<file path="src/rtl/wb_stage_if.sv">
// Memory-stage to write-back handshake bundle: one instruction per ms_valid & ws_allowin.
interface wb_stage_if #(
  parameter int unsigned DW     = 32,
  parameter int unsigned AW_REG = 5
);
  logic              ms_valid;
  logic              ws_allowin;
  logic [2:0]        ms_op;
  logic [1:0]        ms_addr_lo;
  logic              ms_gr_we;
  logic [AW_REG-1:0] ms_dest;
  logic [DW-1:0]     ms_result;
  logic [DW-1:0]     ms_pc;

  modport master (
    output ms_valid, ms_op, ms_addr_lo, ms_gr_we, ms_dest, ms_result, ms_pc,
    input  ws_allowin
  );

  modport slave (
    input  ms_valid, ms_op, ms_addr_lo, ms_gr_we, ms_dest, ms_result, ms_pc,
    output ws_allowin
  );
endinterface

</file>
<file path="src/rtl/wb_stage.sv">
// MIPS write-back stage: holds one instruction, waits for load data, aligns it
// (including LWL/LWR merges) and drives the byte-lane register-file write port.
// Optional macro DEBUG_TRACE_EN adds debug_wb_* trace outputs and registers the PC.
module wb_stage #(
  parameter int unsigned DW     = 32,
  parameter int unsigned AW_REG = 5
) (
  input  logic              clk,
  input  logic              rst,
  wb_stage_if.slave         ms,
  input  logic              flush,
  input  logic              dm_rvalid,
  input  logic [DW-1:0]     dm_rdata,
  output logic [3:0]        reg_we,
  output logic [AW_REG-1:0] WR,
  output logic [DW-1:0]     WD,
  output logic              ws_fwd_valid,
  output logic [AW_REG-1:0] ws_fwd_dest,
  output logic              ws_fwd_ready
`ifdef DEBUG_TRACE_EN
  ,
  output logic [31:0]       debug_wb_pc,
  output logic [3:0]        debug_wb_rf_we,
  output logic [4:0]        debug_wb_rf_wnum,
  output logic [31:0]       debug_wb_rf_wdata
`endif
);

  localparam logic [2:0] OP_ALU = 3'b000;
  localparam logic [2:0] OP_LB  = 3'b001;
  localparam logic [2:0] OP_LBU = 3'b010;
  localparam logic [2:0] OP_LH  = 3'b011;
  localparam logic [2:0] OP_LHU = 3'b100;
  localparam logic [2:0] OP_LW  = 3'b101;
  localparam logic [2:0] OP_LWL = 3'b110;
  localparam logic [2:0] OP_LWR = 3'b111;

  typedef enum logic [1:0] {
    S_EMPTY = 2'd0,
    S_WAIT  = 2'd1,
    S_READY = 2'd2
  } state_t;

  state_t            state;
  state_t            state_nxt;
  logic              xfer;
  logic [2:0]        op_q;
  logic [1:0]        addr_q;
  logic              gr_we_q;
  logic [AW_REG-1:0] dest_q;
  logic [DW-1:0]     wd_q;
  logic [DW-1:0]     load_data;
  logic [DW-1:0]     shr;
  logic [DW-1:0]     shl;
  logic [15:0]       half;
  logic [3:0]        lane_we;
  logic              writes_gpr;

  // acceptance depends only on state, so it is safe to use in next-state logic
  assign xfer       = ms.ms_valid && (state != S_WAIT);
  assign writes_gpr = gr_we_q && (dest_q != '0);
  assign WR          = dest_q;
  assign WD          = wd_q;
  assign ws_fwd_dest = dest_q;

  // state register
  always_ff @(posedge clk) begin
    if (rst) state <= S_EMPTY;
    else     state <= state_nxt;
  end

  // next-state: loads park in WAIT until data or flush; ALU ops go straight to READY
  always_comb begin
    state_nxt = state;
    case (state)
      S_EMPTY, S_READY: begin
        if (xfer) state_nxt = (ms.ms_op == OP_ALU) ? S_READY : S_WAIT;
        else      state_nxt = S_EMPTY;
      end
      S_WAIT: begin
        if (flush)          state_nxt = S_EMPTY;
        else if (dm_rvalid) state_nxt = S_READY;
      end
      default: state_nxt = S_EMPTY;
    endcase
  end

  // outputs decoded from state and the held entry
  always_comb begin
    ms.ws_allowin = 1'b0;
    reg_we        = 4'b0000;
    ws_fwd_valid  = 1'b0;
    ws_fwd_ready  = 1'b0;
    case (state)
      S_EMPTY: ms.ws_allowin = 1'b1;
      S_WAIT:  ws_fwd_valid  = writes_gpr;
      S_READY: begin
        ms.ws_allowin = 1'b1;
        ws_fwd_ready  = 1'b1;
        ws_fwd_valid  = writes_gpr;
        if (writes_gpr) reg_we = lane_we;
      end
      default: ;
    endcase
  end

  // held instruction entry and write data
  always_ff @(posedge clk) begin
    if (rst) begin
      op_q    <= OP_ALU;
      addr_q  <= 2'b00;
      gr_we_q <= 1'b0;
      dest_q  <= '0;
      wd_q    <= '0;
    end else if (xfer) begin
      op_q    <= ms.ms_op;
      addr_q  <= ms.ms_addr_lo;
      gr_we_q <= ms.ms_gr_we;
      dest_q  <= ms.ms_dest;
      if (ms.ms_op == OP_ALU) wd_q <= ms.ms_result;
    end else if ((state == S_WAIT) && dm_rvalid && !flush) begin
      wd_q <= load_data;
    end
  end

  // load alignment; LWL/LWR shifts leave the unwritten lanes zero
  always_comb begin
    shr  = dm_rdata >> {addr_q, 3'b000};
    shl  = dm_rdata << {2'(2'd3 - addr_q), 3'b000};
    half = addr_q[1] ? dm_rdata[31:16] : dm_rdata[15:0];
    case (op_q)
      OP_LB:   load_data = {{24{shr[7]}}, shr[7:0]};
      OP_LBU:  load_data = {24'h000000, shr[7:0]};
      OP_LH:   load_data = {{16{half[15]}}, half};
      OP_LHU:  load_data = {16'h0000, half};
      OP_LWL:  load_data = shl;
      OP_LWR:  load_data = shr;
      default: load_data = dm_rdata;
    endcase
  end

  // byte-lane enables for partial-word merges
  always_comb begin
    case (op_q)
      OP_LWL:  lane_we = 4'b1111 << (2'd3 - addr_q);
      OP_LWR:  lane_we = 4'b1111 >> addr_q;
      default: lane_we = 4'b1111;
    endcase
  end

`ifdef DEBUG_TRACE_EN
  logic [31:0] pc_q;

  // PC travels with the entry for the commit trace
  always_ff @(posedge clk) begin
    if (rst)       pc_q <= '0;
    else if (xfer) pc_q <= 32'(ms.ms_pc);
  end

  // trace mirrors the write port only while committing
  always_comb begin
    debug_wb_pc       = '0;
    debug_wb_rf_we    = '0;
    debug_wb_rf_wnum  = '0;
    debug_wb_rf_wdata = '0;
    if (state == S_READY) begin
      debug_wb_pc       = pc_q;
      debug_wb_rf_we    = reg_we;
      debug_wb_rf_wnum  = 5'(dest_q);
      debug_wb_rf_wdata = 32'(wd_q);
    end
  end
`else
  logic unused_pc;
  assign unused_pc = ^ms.ms_pc;
`endif

endmodule

</file>
<file path="src/flat_wrapper.sv">
// flat-port wrapper written by rule: the top's interface ports become plain ports
module wb_stage_flat 
#(
  parameter int unsigned DW     = 32,
  parameter int unsigned AW_REG = 5
)
  (clk, rst, flush, dm_rvalid, dm_rdata, reg_we, WR, WD, ws_fwd_valid, ws_fwd_dest, ws_fwd_ready, ms_ms_valid, ms_ms_op, ms_ms_addr_lo, ms_ms_gr_we, ms_ms_dest, ms_ms_result, ms_ms_pc, ms_ws_allowin);
  wb_stage_if #(.DW(DW), .AW_REG(AW_REG)) ms_i ();
  input  logic clk;
  input  logic rst;
  input  logic flush;
  input  logic dm_rvalid;
  input  logic [DW-1:0] dm_rdata;
  output logic [3:0] reg_we;
  output logic [AW_REG-1:0] WR;
  output logic [DW-1:0] WD;
  output logic ws_fwd_valid;
  output logic [AW_REG-1:0] ws_fwd_dest;
  output logic ws_fwd_ready;
  input wire logic [$bits(ms_i.ms_valid)-1:0] ms_ms_valid;
  input wire logic [$bits(ms_i.ms_op)-1:0] ms_ms_op;
  input wire logic [$bits(ms_i.ms_addr_lo)-1:0] ms_ms_addr_lo;
  input wire logic [$bits(ms_i.ms_gr_we)-1:0] ms_ms_gr_we;
  input wire logic [$bits(ms_i.ms_dest)-1:0] ms_ms_dest;
  input wire logic [$bits(ms_i.ms_result)-1:0] ms_ms_result;
  input wire logic [$bits(ms_i.ms_pc)-1:0] ms_ms_pc;
  output wire logic [$bits(ms_i.ws_allowin)-1:0] ms_ws_allowin;
  assign ms_i.ms_valid = ms_ms_valid;
  assign ms_i.ms_op = ms_ms_op;
  assign ms_i.ms_addr_lo = ms_ms_addr_lo;
  assign ms_i.ms_gr_we = ms_ms_gr_we;
  assign ms_i.ms_dest = ms_ms_dest;
  assign ms_i.ms_result = ms_ms_result;
  assign ms_i.ms_pc = ms_ms_pc;
  assign ms_ws_allowin = ms_i.ws_allowin;
  wb_stage #(.DW(DW), .AW_REG(AW_REG)) u_core (.clk(clk), .rst(rst), .ms(ms_i), .flush(flush), .dm_rvalid(dm_rvalid), .dm_rdata(dm_rdata), .reg_we(reg_we), .WR(WR), .WD(WD), .ws_fwd_valid(ws_fwd_valid), .ws_fwd_dest(ws_fwd_dest), .ws_fwd_ready(ws_fwd_ready));
endmodule
</file>
<file path="config.mk">
export PLATFORM = sky130hd
export DESIGN_NAME = wb_stage_flat
export DESIGN_NICKNAME = d
export VERILOG_FILES = /design/src/rtl/wb_stage_if.sv /design/src/rtl/wb_stage.sv /design/src/flat_wrapper.sv
export SDC_FILE = /design/constraint.sdc
export NUM_CORES = 1
export LEC_CHECK = 0
export CAP_MARGIN = 20
export CORE_UTILIZATION = 40
export DETAILED_ROUTE_END_ITERATION = 7
export PLACE_DENSITY = 0.77
export SETUP_SLACK_MARGIN = 0.3
export SLEW_MARGIN = 40
export SYNTH_ARGS = -nofsm -noshare
export SYNTH_HDL_FRONTEND = slang
export SYNTH_SLANG_ARGS = --single-unit
</file>
<file path="constraint.sdc">
create_clock -name clk -period 2.4 [get_ports clk]
set_input_delay 0.48 -clock clk [delete_from_list [all_inputs] [get_ports clk]]
set_output_delay 0.48 -clock clk [all_outputs]
set_load 0.02 [all_outputs]
</file>
== Word level (Yosys, flattened, before mapping) ==
Cells that the tools add are included.

* Output and inout bits: 49
* Bits in registers: 45
* Input bits: 112
* Word-level logic and storage cells: 50

* Equal/unequal tests: 11
* Reduce and logical (&&, ||, !) cells: 12
* Multiplexer cells: 16
* Add/sub/neg operators: 1
* Shifts and indexed selects: 4

{| class="wikitable"
|+ Operators by type and width
! kind !! count
|-
| case mux 32 bit (6 select lines) || 1
|-
| two-way mux 32 bit || 3
|-
| left shift 32 x 5 -> 32 bit || 1
|-
| >> shifter 32 x 5 -> 32 bit || 1
|-
| two-way mux 16 bit || 1
|-
| == test 3 bit (second input constant) || 3
|-
| two-way mux 2 bit || 4
|-
| two-way mux 4 bit || 2
|-
| case mux 4 bit (2 select lines) || 1
|-
| == test 3 x 2 -> 1 bit (second input constant) || 2
|-
| nonzero test 5 bit || 1
|-
| logical AND 1 bit || 4
|-
| case mux 2 bit (2 select lines) || 1
|-
| OR reduction 2 bit || 2
|-
| left shift 4 x 2 -> 4 bit (first input constant) || 1
|-
| >> shifter 4 x 2 -> 4 bit (first input constant) || 1
|-
| == test 3 x 1 -> 1 bit (second input constant) || 1
|-
| logical NOT 3 bit || 1
|-
| two-way mux 1 bit || 3
|-
| inequality test 3 bit (second input constant) || 1
|-
| == test 2 x 1 -> 1 bit (second input constant) || 1
|-
| == test 2 bit (second input constant) || 1
|-
| logical NOT 2 bit || 1
|-
| inequality test 2 x 1 -> 1 bit (second input constant) || 1
|-
| 5 further kinds || 5
|}

== Depth between registers and ports, before layout ==
Gate-level depths: netlist of the first run.

* Depth in word-level cells: 5
* Depth in mapped cells: 9
* Mapped depth without buffers: 8

== Worst setup path after synthesis of the first run ==
No wires, ideal clock.

* Kind: flip-flop to output port
* Start point: register u_core.addr_q[1]
* End point: output port reg_we[1]
* Data required time: 1920 ps
* Path buffers: 3
* Path slack: 354 ps
* Stages on the path, launching flop included: 6
* Arrival: 1566 ps
* Cells stage by stage: dfxtp_1 > buf_2 > buf_2 > buf_1 > o21ai_0 > a31oi_1

* Cells in the longest elaborated chain, start to end: 5
* Elaborated cells on any way between the ends: 6
* Those cells by class: add/sub: 1; shift: 2; mux: 3

{| class="wikitable"
|+ RTL lines
! element !! RTL line !! text
|-
| from (decl) || wb_stage.sv:48 || <nowiki>logic [1:0] addr_q;</nowiki>
|-
| from (signal assigned) || wb_stage.sv:117 || <nowiki>addr_q <= ms.ms_addr_lo;</nowiki>
|-
| subtractor 2 bit || wb_stage.sv:145 || <nowiki>OP_LWL: lane_we = 4'b1111 << (2'd3 - addr_q);</nowiki>
|-
| left shift 4 x 2 -> 4 bit || wb_stage.sv:145 ||
|-
| case mux 4 bit (2 select lines) * || wb_stage.sv:144 || <nowiki>case (op_q)</nowiki>
|-
| two-way mux 4 bit * || wb_stage.sv:101 || <nowiki>if (writes_gpr) reg_we = lane_we;</nowiki>
|-
| two-way mux 4 bit * || wb_stage.sv:94 || <nowiki>case (state)</nowiki>
|-
| to (decl) || flat_wrapper.sv:14 || <nowiki>output logic [3:0] reg_we;</nowiki>
|}

Every way passes the cells marked *; elsewhere a longest branch is shown, timed or not.

== Final worst setup path of the first run ==
* Start point: register u_core.dest_q[1], in the netlist u_core.WR[1]
* End point: output port reg_we[1]

* Cells in the longest elaborated chain, start to end: 4

{| class="wikitable"
|+ RTL lines
! element !! RTL line !! text
|-
| from (decl) || wb_stage.sv:50 || <nowiki>logic [AW_REG-1:0] dest_q;</nowiki>
|-
| from (signal assigned) || wb_stage.sv:119 || <nowiki>dest_q <= ms.ms_dest;</nowiki>
|-
| nonzero test 5 bit || wb_stage.sv:61 || <nowiki>assign writes_gpr = gr_we_q && (dest_q != '0);</nowiki>
|-
| logical AND 1 bit || wb_stage.sv:61 ||
|-
| two-way mux 4 bit || wb_stage.sv:101 ||
|-
| two-way mux 4 bit || wb_stage.sv:94 ||
|}

Every way passes these cells.

==> flow_metrics.py, run 1 <==
metrics = {
    "cts": {
        "clock_path_buffers": 2,
        "cts_buffers": 5,
        "clock_sinks": 45,
        "worstSkewPairLatency_ps": 300,
        "cts_tree": "built",
        "ctsHoldBuffers": 0,
        "root_buffer": "clkbuf_8",
        "htreeDepth": 2,
        "path_clk_slew_ps": 90,
    },
    "sta": {
        "fin_crit_ps": 2290,
        "rsz0062_at_grt": "yes",
        "hold-worst-slack_ps": 456,
        "fin_crit_sh": 0.955,
        "relSlewSlack": 0.590,
        "tightestPinTransition_ps": 615,
        "maxSlewViolCount": 0,
        "finalHoldViolCount": 0,
        "max_freq_mhz": 436,
        "clock_skew_ps": 5.22,
        "setup-violations-final": 0,
    },
    "grt": {
        "grt_max_degree": 34,
        "track_usage": 0.287,
        "grt_pass1_vias": 4220,
        "grt_pass1_wl_um": 20600,
        "antenna_found_initial": 0,
        "grt.overflow.total": 0,
    },
    "floorplan": {
        "fp-row-count": 33,
        "core_area_mm2": 0.00838,
        "io-pin-count": 161,
        "start_util": 0.423,
        "fp.dieW_um": 96.2,
        "fp.dieArea_mm2": 0.00924,
        "die_y_um": 96.2,
    },
    "drt": {
        "drt_first_pass_iters": 5,
        "dr_total_vias": 4370,
        "route.detailed.drc": 0,
        "via_per_inst": 6.00,
        "ant_nets": 0,
        "drtIter0Drc": 302,
        "drt_wl_total_um": 13200,
        "wl_per_cell_um": 18.2,
    },
    "final_layout": {
        "fin_nets": 738,
        "fill_cells": 740,
        "layout-drive-gt1-share": 0.180,
        "n_antenna_cell": 0,
        "final_cells": 728,
        "area_growth_pct": 51.0,
        "stdcell_area_mm2": 0.00535,
    },
    "yosys": {
        "async_flop_share": 0,
        "yosysMostFrequentCell": "a21oi_1",
        "syn_area_mm2": 0.00355,
        "synth_edf_count": 0,
        "syn-num-nets": 590,
        "synth_top_area_share": 0.254,
        "ys_warn_count": 0,
        "synthTopCellsByArea": "dfxtp_1, mux2i_1, a21oi_1, nand2_1, a211oi_1",
        "syn_inst": 474,
        "yosysTopAreaCell": "dfxtp_1",
        "seq_area_frac_synth": 0.254,
        "ys.flop_type": "dfxtp_1",
        "synthDistinctLibCells": 55,
        "synth_area_per_cell_um2": 7.48,
        "ys_ff_latch": 45,
        "synth_common_cells": "a21oi_1, nand2_1, dfxtp_1",
    },
    "place": {
        "io_buffers": 128,
        "dp_cells": 708,
        "dpl.hpwl_um": 9880,
        "place.gp.congestion": 0.955,
        "place_area_mm2": 0.00511,
    },
    "critical_path": {
        "cp_data_required_time_ps": 1920,
        "r2r-end": "u_core.WD[14]",
        "critPathKind": "flop to output port",
        "r2r_start": "u_core.op_q[2]",
        "critPathMaxFanout": 3,
        "endpoint_kind": "output port",
        "rrSetupSlack_ps": 370,
        "rr_worst_depth": 7,
        "crit_arrival_ps": 1810,
        "worstSetupStartpointType": "flop",
    },
    "hold_path": {
        "whs_path_depth": 2,
        "min_from": "u_core.WD[5]",
        "min_path_type": "flop to flop",
        "hold-path-endpoint": "u_core.WD[5]",
    },
    "run_status": {
        "outcome": "finished clean",
    },
    "pwr": {
        "vdd_drop_max_mv": 0.216,
        "p_per_area_mw_per_mm2": 419,
        "p_leak_nw": 1.97,
    },
    "flow_run": {
        "drv_cap": 0,
    },
}
-- cell type report --
class	instances	area, um2	area share
sequential	45	918	0.172
tap	105	131	0.0245
multi-input combinational	373	2460	0.460
timing repair buffer	186	1710	0.320
clock inverter	1	7.51	0.00140
inverter	11	43.8	0.00818
clock buffer	7	76.3	0.0143
-- cell usage in the layout (no fill, tap or decap), types with 3 or more instances in the layout --
master             n
o2bb2ai_1          4
dfxtp_2            5
dlygate4sd2_1      3
inv_1              9
a211oi_2           4
dfxtp_4            3
buf_4             59
clkdlybuf4s50_1  116
mux4_2             3
a211oi_1          22
mux2i_1           28
nor2b_1            3
or3_1              5
dfxtp_1           37
a2bb2oi_1          3
nor2_1            41
or2_2              5
a31oi_1            6
nor3_1            15
a221oi_1          16
o211ai_1          20
clkbuf_8           5
o221ai_1           8
ha_1               4
nor4_1             8
nand3_1            8
a21oi_1           51
o21ai_0           24
nand2_1           53
-- through the flow --
step | TNS (ps) | util | setup slack, ps | power (W)
after global routing | 0 | 0.639 | 24.6 | 0.00236
final | 0 | 0.639 | 109 | 0.00224
after floorplan | 0 | - | 354 | 0.00132
after global placement | -1450 | 0.609 | -145 | 0.00171
after detailed placement | -1610 | 0.610 | -155 | 0.00173
after CTS | 0 | 0.623 | 117 | 0.00222
-- cell families after synthesis --
family	Yosys count	synth area share
compound gates	176	0.337
xor+xnor	2	0.00494
fa+ha+maj	4	0.0141
buf+inv	56	0.0737
flops	45	0.254
mux	33	0.104
simple gates	158	0.212
-- state kept, by name, summed over array words and instances, names as in the netlist --
| register | cells |
|---|---|
| u_core.WD | 32 |
| u_core.WR | 5 |
| u_core.addr_q | 2 |
| u_core.gr_we_q | 1 |
| u_core.op_q | 3 |
| u_core.state | 2 |
-- critical path, cell delays in order, from the launching register on --
cell and delay [ps]:
dfxtp_2 330, or4_4 540, o211ai_1 250, buf_4 170, a31oi_1 40, buf_4 180
-- power by group --
group          total (W)  switching [W]  internal, W
clock           0.000486       0.000279     0.000207
sequential      0.000832      0.0000408     0.000791
combinational   0.000927       0.000482     0.000445
-- per-layer routing --
| metal | up-vias | track usage | routed length (um) |
|---|---|---|---|
| met5 | - | 0 | 0 |
| met2 | 227 | 0.457 | 6080 |
| li1 | 2076 | - | - |
| met3 | 22 | 0.0569 | 1210 |
| met1 | 2045 | 0.382 | 5700 |
| met4 | 0 | 0.102 | 250 |
-- what timing repair did --
action / 4_1_cts / 5_1_grt
setup buffers: 3 / 9
setup endpoints to repair: 24 / 26
pin swaps: 6 / 5
resized for setup: 43 / 22
-- how the worst max path moves through the flow --
stage / to / from / cells after the start
after floorplan: reg_we[1] / u_core.addr_q[1] / 5
after global placement: u_core.WD[31] / dm_rdata[15] / 8
after detailed placement: u_core.WD[31] / dm_rdata[15] / 8
after CTS: reg_we[2] / u_core.WR[1] / 5
after global routing: reg_we[2] / u_core.WR[1] / 5
final: reg_we[1] / u_core.WR[1] / 5
No activity file was read; power rests on OpenSTA's default activity.
==> run 2, diff against run 1 <==
--- a/config.mk
+++ b/config.mk
@@ -8,7 +8,9 @@
 export CAP_MARGIN = 20
 export CORE_UTILIZATION = 40
 export DETAILED_ROUTE_END_ITERATION = 7
-export PLACE_DENSITY = 0.77
+export DONT_BUFFER_PORTS = 1
+export PLACE_DENSITY = 0.53
+export REMOVE_ABC_BUFFERS = 1
 export SETUP_SLACK_MARGIN = 0.3
 export SLEW_MARGIN = 40
 export SYNTH_ARGS = -nofsm -noshare
==> run 2 against run 1 <==
Compared with the run above:
- register-to-register slack is essentially flat
- critical path depth is the same
- flip-flop and latch count is the same
- maximum frequency grew 3.9%
- clock skew shrank 2.6 ps
- critical endpoint unchanged
- highest routed layer unchanged
==> flow_metrics.py, run 2 (synthesis gave the netlist of run 1 again) <==
metrics = {
    "run_status": {
        "outcome": "finished clean",
    },
    "flow_run": {
        "drv_cap": 0,
    },
    "sta": {
        "maxSlewViolCount": 0,
        "relSlewSlack": 0.541,
        "fin_crit_sh": 0.918,
        "fin_ws_ps": 196,
        "clock_skew_ps": 2.64,
        "setup-violations-final": 0,
        "rsz0062_at_grt": "yes",
        "fin_crit_ps": 2200,
        "max_freq_mhz": 454,
        "tightestPinTransition_ps": 689,
        "finalHoldViolCount": 0,
    },
    "critical_path": {
        "critical-path-top-delay-family": "simple AND/OR/NAND/NOR gates",
        "crit_arrival_ps": 1720,
        "worstSetupStartpointType": "flop",
        "critPathKind": "flop to output port",
        "crit_top_cell": "buf_4",
        "endpoint_kind": "output port",
        "cp_cell_sequence": "or4_4, o211ai_1, buf_4, a31oi_1, buf_4",
        "critPathMaxFanout": 4,
        "max_stage_delay_ps": 540,
        "slowest_stage": "or4_4",
        "cp_data_required_time_ps": 1920,
        "path_buf_inv": 2,
    },
    "pwr": {
        "switching_share": 0.361,
        "pwr-share-seq": 0.438,
        "finalPower_w": 0.00198,
        "clkPwrFrac": 0.242,
        "p_per_area_mw_per_mm2": 482,
        "internal_power_w": 0.00126,
        "p_leak_nw": 1.48,
        "vdd_drop_max_mv": 0.290,
        "power_frac_comb": 0.320,
        "power_switching_w": 0.000713,
    },
    "grt": {
        "grt_max_degree": 46,
        "grt_pass1_wl_um": 18800,
        "track_usage": 0.266,
        "grt.overflow.total": 0,
        "grt_pass1_vias": 3664,
        "antenna_found_initial": 0,
    },
    "final_layout": {
        "largest_register_ffs": 32,
        "final_cell_mix": "nand2_1, buf_4, a21oi_1",
        "fin_nets": 609,
        "area_growth_pct": 15.5,
        "final_cells": 599,
        "n_antenna_cell": 0,
        "layout-drive-gt1-share": 0.221,
    },
    "place": {
        "pre_cts_ws_ps": 142,
        "place.gp.congestion": 0.911,
        "dpl.hpwl_um": 8990,
        "dp_cells": 581,
        "io_buffers": 0,
    },
    "cts": {
        "ctsHoldBuffers": 0,
        "htreeDepth": 2,
        "clock_path_buffers": 2,
        "cts_buffers": 5,
        "worstSkewPairLatency_ps": 300,
        "root_buffer": "clkbuf_8",
        "cts_tree": "built",
        "path_clk_slew_ps": 90,
        "clock_sinks": 45,
    },
    "drt": {
        "wl_per_cell_um": 20.6,
        "dr_total_vias": 3778,
        "route.detailed.drc": 0,
        "ant_nets": 0,
        "drt_first_pass_iters": 4,
        "drtIter0Drc": 217,
        "via_per_inst": 6.31,
        "drt_wl_total_um": 12300,
    },
    "floorplan": {
        "io-pin-count": 161,
        "fp.dieArea_mm2": 0.00924,
        "fp-row-count": 33,
        "die_y_um": 96.2,
        "start_util": 0.423,
        "fp.dieW_um": 96.2,
        "core_area_mm2": 0.00838,
    },
    "hold_path": {
        "min_path_type": "input port to flop",
    },
}
run 2: cell count changes in the layout (fill, tap and decap cells not counted), sizes merged:
| cell | previous run | this run |
|---|---|---|
| clkdlybuf4s50 | 116 | 0 |
| clkinv | 0 | 2 |
| dlymetal6s2s | 2 | 0 |
| dlygate4sd2 | 3 | 0 |
| clkbuf | 9 | 6 |
| clkinvlp | 1 | 0 |
| buf | 63 | 57 |
run 2: stage by stage:
stage	setup TNS, ps	util	area, um2	hold WS, ps
2_1_floorplan	-34940	-	3330	444
3_3_place_gp	0	0.459	3850	463
3_5_place_dp	0	0.460	3850	468
4_1_cts	0	0.475	3990	224
5_1_grt	0	0.489	4100	210
6_report	0	0.489	4100	237
run 2: layout make-up:
type,count,area [um2]
fill,862,4290
multi-input combinational,373,2470
sequential,45,915
timing repair buffer,57,454
tap,105,131
clock buffer,6,72.6
inverter,11,46.3
clock inverter,2,10.0
run 2: metal layers:
metal  vias to the layer above  wire length (um)  track usage
met5                         -                 0            0
met3                         6              1160       0.0750
met4                         0                51       0.0473
li1                       1818                 -            -
met2                       148              5810        0.452
met1                      1806              5310        0.335
run 2: worst paths after layout:
kind / startpoint / end / slack, ps / depth (start not counted)
worst max-delay path: u_core.WR[0] / reg_we[1] / 200 / 5
worst min-delay path: rst / u_core.WR[0] / 240 / 1
worst max register to register: u_core.addr_q[0] / u_core.WD[14] / 370 / 9
worst min register to register: u_core.gr_we_q / u_core.gr_we_q / 480 / 2
run 2: timing repair:
action,CTS,global route
pin swaps,3,4
endpoints found under the setup margin,24,30
cloned,0,0
setup buffers,3,7
gates resized for setup,8,20
run 2: power by group through the flow:
stage / clock network [W] / logic (W) / registers, W
final: 0.000478 / 0.000632 / 0.000865
after global routing: 0.000523 / 0.000691 / 0.000874
after CTS: 0.000493 / 0.000604 / 0.000868
after detailed placement: 0 / 0.000589 / 0.000885
after global placement: 0 / 0.000583 / 0.000884
after floorplan: 0 / 0.000362 / 0.000911
